<file path="src/rtl/mux_arb_n.sv">
// N-channel round-robin arbiter feeding a one-entry registered output stage.
// Optional manual grant override is compiled in when MUX_ARB_N_MANUAL_EN is defined.
module mux_arb_n #(
    parameter  int N  = 8,
    parameter  int W  = 1,
    localparam int SW = $clog2(N)
) (
    input  logic           clk,
    input  logic           rst,
    input  logic [N*W-1:0] in_data,
    input  logic [N-1:0]   in_valid,
    output logic [N-1:0]   in_ready,
    output logic [W-1:0]   out_data,
    output logic           out_valid,
    input  logic           out_ready,
    output logic [SW-1:0]  out_sel
`ifdef MUX_ARB_N_MANUAL_EN
    ,
    input  logic           man_en,
    input  logic [SW-1:0]  man_sel
`endif
);

    typedef enum logic {
        EMPTY = 1'b0,
        FULL  = 1'b1
    } state_t;

    state_t        r_state;
    logic [W-1:0]  r_data;
    logic [SW-1:0] r_sel;
    logic [SW-1:0] r_ptr;

    logic [W-1:0]  w_words [N];
    logic          w_load_en;
    logic          w_rr_vld;
    logic [SW-1:0] w_rr_grant;
    logic          w_grant_vld;
    logic [SW-1:0] w_grant;
    logic          w_ptr_upd;
    logic          w_xfer;

    for (genvar i = 0; i < N; i++) begin : g_words
        assign w_words[i] = in_data[i*W +: W];
    end

    // Round-robin search: first requester at or after ptr+1 (mod N) wins.
    always_comb begin : rr_search
        logic [SW-1:0] idx;
        // NOTE: every combinational output gets a default first so no path infers a latch.
        w_rr_vld   = 1'b0;
        w_rr_grant = '0;
        idx        = '0;
        for (int k = 1; k <= N; k++) begin
            idx = SW'((int'(r_ptr) + k) % N);
            if (!w_rr_vld && in_valid[idx]) begin
                w_rr_vld   = 1'b1;
                w_rr_grant = idx;
            end
        end
    end

`ifdef MUX_ARB_N_MANUAL_EN
    assign w_grant_vld = man_en ? ((int'(man_sel) < N) && in_valid[man_sel]) : w_rr_vld;
    assign w_grant     = man_en ? man_sel : w_rr_grant;
    assign w_ptr_upd   = !man_en;
`else
    assign w_grant_vld = w_rr_vld;
    assign w_grant     = w_rr_grant;
    assign w_ptr_upd   = 1'b1;
`endif

    // Drain and refill in the same cycle is allowed; reset masks any handshake.
    assign w_load_en = (r_state == EMPTY) || out_ready;
    assign in_ready  = (!rst && w_load_en && w_grant_vld) ? (N'(1) << w_grant) : '0;
    assign w_xfer    = |in_ready;

    always_ff @(posedge clk) begin
        // NOTE: sequential state uses non-blocking assignments so every register samples pre-edge values.
        if (rst) begin
            r_state <= EMPTY;
            r_data  <= '0;
            r_sel   <= '0;
            r_ptr   <= SW'(N - 1);
        end else if (w_xfer) begin
            r_state <= FULL;
            r_data  <= w_words[w_grant];
            r_sel   <= w_grant;
            if (w_ptr_upd) begin
                r_ptr <= w_grant;
            end
        end else if (out_ready) begin
            r_state <= EMPTY;
        end
    end

    assign out_valid = (r_state == FULL);
    assign out_data  = r_data;
    assign out_sel   = r_sel;

endmodule

</file>
<file path="config.mk">
export PLATFORM = sky130hd
export DESIGN_NAME = mux_arb_n
export DESIGN_NICKNAME = d
export VERILOG_FILES = /design/src/rtl/mux_arb_n.sv
export SDC_FILE = /design/constraint.sdc
export NUM_CORES = 1
export LEC_CHECK = 0
export CORE_AREA = 10 10 63 65
export CTS_CLUSTER_SIZE = 12
export DETAILED_ROUTE_END_ITERATION = 16
export DIE_AREA = 0 0 73 75
export HOLD_SLACK_MARGIN = 0.08
export PLACE_DENSITY_LB_ADDON = 0.2
export SLEW_MARGIN = 10
export SYNTH_ARGS = -nofsm -noshare
export SYNTH_HDL_FRONTEND = slang
export SYNTH_SLANG_ARGS = --single-unit
export TNS_END_PERCENT = 20
</file>
<file path="constraint.sdc">
create_clock -name clk -period 5.96 [get_ports clk]
set_input_delay 0.894 -clock clk [delete_from_list [all_inputs] [get_ports clk]]
set_output_delay 0.894 -clock clk [all_outputs]
set_load 0.05 [all_outputs]
</file>
==> impl_results.md <==
* Synth top area share at 0.1647
* Hold-critical path depth at 2
* Share of cells above drive strength 1 at 0.1635
* Commonest non-fill, non-tap cell in the layout: clkdlybuf4s50_1
* Setup Viol. Count Final at 0
* Final net count at approximately 230
* CTS tree: yes
* Max stage delay cell, worst path: clkdlybuf4s50_1
* CP required at slightly above 5000 ps
* TritonCTS Buffers at 3
* Initial DRC count at 150
* Worst Min Path Start: out_sel[1]
* Post-synth ARST share at 0
* Synth warn at 0
* Sequential power share at 0.080
* DIE AREA at about 5500 um^2
* First-pass GRT wire length at 6.941 mm
* Clock Path Buffers at 2
* Die Ht at 75 um
* CP bufs+invs at 2
* Register area at approximately 160 um^2
* Synth area leaders: mux4_2 (16%), dfxtp_1 (11%), mux2i_1 (11%)
* CP Data Arrival Time at between 4000 and 5000 ps
* Vias per cell at 6.636
* FF-to-FF setup slack at between 2000 and 2500 ps
* Synth Area per Inst at 8.218 um^2
* Core region area at approximately 2700 um^2
* Worst-path clk slew at approximately 50 ps
* Top FF cell, synth: dfxtp_1
* Clock skew at between 0.3 and 0.4 ps
* WL per Instance at approximately 18 um
* Crit Path Class: input port to output port
* Unique cell type count in the Yosys netlist at between 50 and 60
* Cell Rows at 19
* Vias at between 1.5k and 2k
* Slew Viols, Final at 0
* RSZ-0062 raised after global routing: no
* Worst setup SP type: input port
* Switching power at around 0.57 mW
* Port bufs at 31
* Crit end category: output port
* Hold Worst Slack at approximately 450 ps
* Final Cycle Share at 0.9083
* Synthesized area at 1504 um^2
* Die width at 73 um
* Most frequent cells in the layout: clkdlybuf4s50_1 (27), nor2_1 (24), mux2i_1 (16), nand2_1 (15), mux4_2 (11)
* Clock root cell: clkbuf_4
* H-tree levels at 1
* Post_cts resized at 0
* Worst Path Max Fanout at 9
* # IOs at 32
* Post-CTS Setup Bufs at 0
* Final TNS setup at 0 ps
* Worst slew pin tran at between 700 and 800 ps
* Gate power share at 0.880
* Largest net degree at the start of global routing at 28
* HPWL after detailed placement at between 3 and 4 mm
* Synth area leader: mux4_2
* Final hold viol count at 0
* Initial Util at 0.5549
* Top Layer Used: met4
* GPL Wtd Cong at roughly 1
* CTS Sinks at 8
* Multi-input gate area at around 1300 um^2
* R2R depth at 11
* Hold Path End: out_sel[1]
* Fin worst setup slack at around 550 ps
* Post-Syn Instances at around 180
* DRC viols at 0
* GRT Resource Usage Total at 0.1535
* Wire length on met3 at roughly 500 um
* Post-synth EDFFs at 0
* Clock share of power at 0.039
* Initial antenna violation count at 0
* Number of global-route vias before repair at between 1k and 1.5k
* Cell Int Power at between 0.4 and 0.5 mW
* Switching Share at 0.5579
* Tmin final at between 5000 and 6000 ps
* Max-Cap Viols at 0
* Worst-skew pair later-pin latency at about 250 ps
* Crit path cell chain: clkdlybuf4s50_1, mux4_2, nand2_1, o21ai_0, a2111oi_0, o21ai_0, and2_1, or2_2, nor2_1, clkdlybuf4s50_1
* LEAKAGE at 0.7031 nW
* Synthesis-stage register bit count at 8
* Achievable Freq at around 0.18 GHz
* Routed Antenna Nets at 0
* Sequential fraction of the synthesis area at 0.1065
* Cell Area, Placed at around 1800 um^2
* Max incr delay on CP at 820 ps
* Setup slack at placement at between 500 and 600 ps
* Final non-filler cell area at ~1800 um^2
* Fill cell count at around 210
* # hold bufs at CTS at 0
* Synthesized Nets at between 200 and 250
* Drt pass-1 iters at 4
* Status: finished, final reports clean
* Relative slew margins at 0.4812
* Aggregate global routing overflow at 0
* Syn-to-layout area delta at 21.30%
* Routed wl met2 at 2.020 mm
* Power per cell area at about 560 nW/um^2
* ANT cells at 0
* Worst hold-check path type: flop to flop
* Worst vdd ir at between 0.4 and 0.5 mV
* Reg-to-Reg Start: r_ptr[1]
* WL final at about 4.4 mm
* CP top delay family: buffers and inverters
* R2R Path End: out_data
* Met1 wire length at around 1.8 mm
-- cells in the mapped netlist (3+ instances only) --
library cell   n
mux2_4         4
nand3_1        3
nand2_1       15
mux4_2        11
o21ai_0        5
nor3_1         8
nor3b_1        4
a21oi_1        8
inv_1          5
a211oi_1       4
nand2b_1       5
clkbuf_1       6
o31ai_1        3
dfxtp_1        8
mux2i_1       16
buf_2          3
nor2_1        24
-- sequential cells by signal (all words and copies together) (netlist names) --
signal and flops:
out_sel 3, r_ptr 3, out_data 1, out_valid 1
-- through the flow --
stage	instances	power, mW	util
after CTS	239	1.020	0.6731
after global routing	239	1.106	0.6731
after floorplan	183	0.7906	-
final	239	1.029	0.6731
after detailed placement	236	0.9752	0.6648
after global placement	236	0.9562	0.6648
-- worst register-to-register path, delay by kind of cell (launching register included) --
family / cells / cell delay [ps]
adder cells (fa/ha/maj): 1 / 750
AND/OR/NAND/NOR: 3 / 850
flip-flops: 1 / 320
multiplexers: 2 / 760
buffers and inverters: 1 / 140
AO/OA/AOI/OAI: 4 / 950
-- layer usage --
| layer | track usage | vias to the layer above |
|---|---|---|
| met3 | 0.04468 | 2 |
| met2 | 0.2292 | 86 |
| met5 | 0 | - |
| met1 | 0.2168 | 735 |
| li1 | - | 763 |
| met4 | 0.02110 | 0 |
-- cell type report --
| class | count | share of cell area |
|---|---|---|
| Clock buffer | 3 | 0.01235 |
| Sequential cell | 8 | 0.08779 |
| Multi-Input combinational cell | 157 | 0.6872 |
| Timing Repair Buffer | 35 | 0.1811 |
| Inverter | 5 | 0.01029 |
| Tap cell | 31 | 0.02126 |
-- cell families (layout without fill, tap and decap cells) --
group                    after synthesis  count (layout)  share of synthesized area
flip-flops                             8               8                     0.1065
multiplexers                          33              33                     0.3261
buffers and inverters                 18              43                    0.05990
adder cells (fa/ha/maj)                2               2                    0.01664
XOR/XNOR                               2               2                    0.01165
AO/OA/AOI/OAI                         48              48                     0.2354
AND/OR/NAND/NOR                       72              72                     0.2438
-- worst max path at each step --
stage                            from           to  slack, ps  cells after the start
after detailed placement  in_valid[4]  in_ready[1]        580                     10
after global routing         r_ptr[1]  in_ready[1]        360                     11
after floorplan              r_ptr[1]  in_ready[4]       1420                     13
after global placement    in_valid[4]  in_ready[1]        590                     10
after CTS                 in_valid[4]  in_ready[1]        570                     10
final                     in_valid[4]  in_ready[1]        550                     10
-- power by group through the flow --
stage               Combinational, mW  Clock, mW  Sequential, mW
global placement                0.873          0          0.0832
detailed placement              0.891          0          0.0838
finish                          0.906     0.0405          0.0825
CTS                             0.894     0.0429          0.0826
floorplan                       0.682          0           0.108
global route                    0.976     0.0456          0.0844
Note: power is estimated with default switching activity, not from simulation.
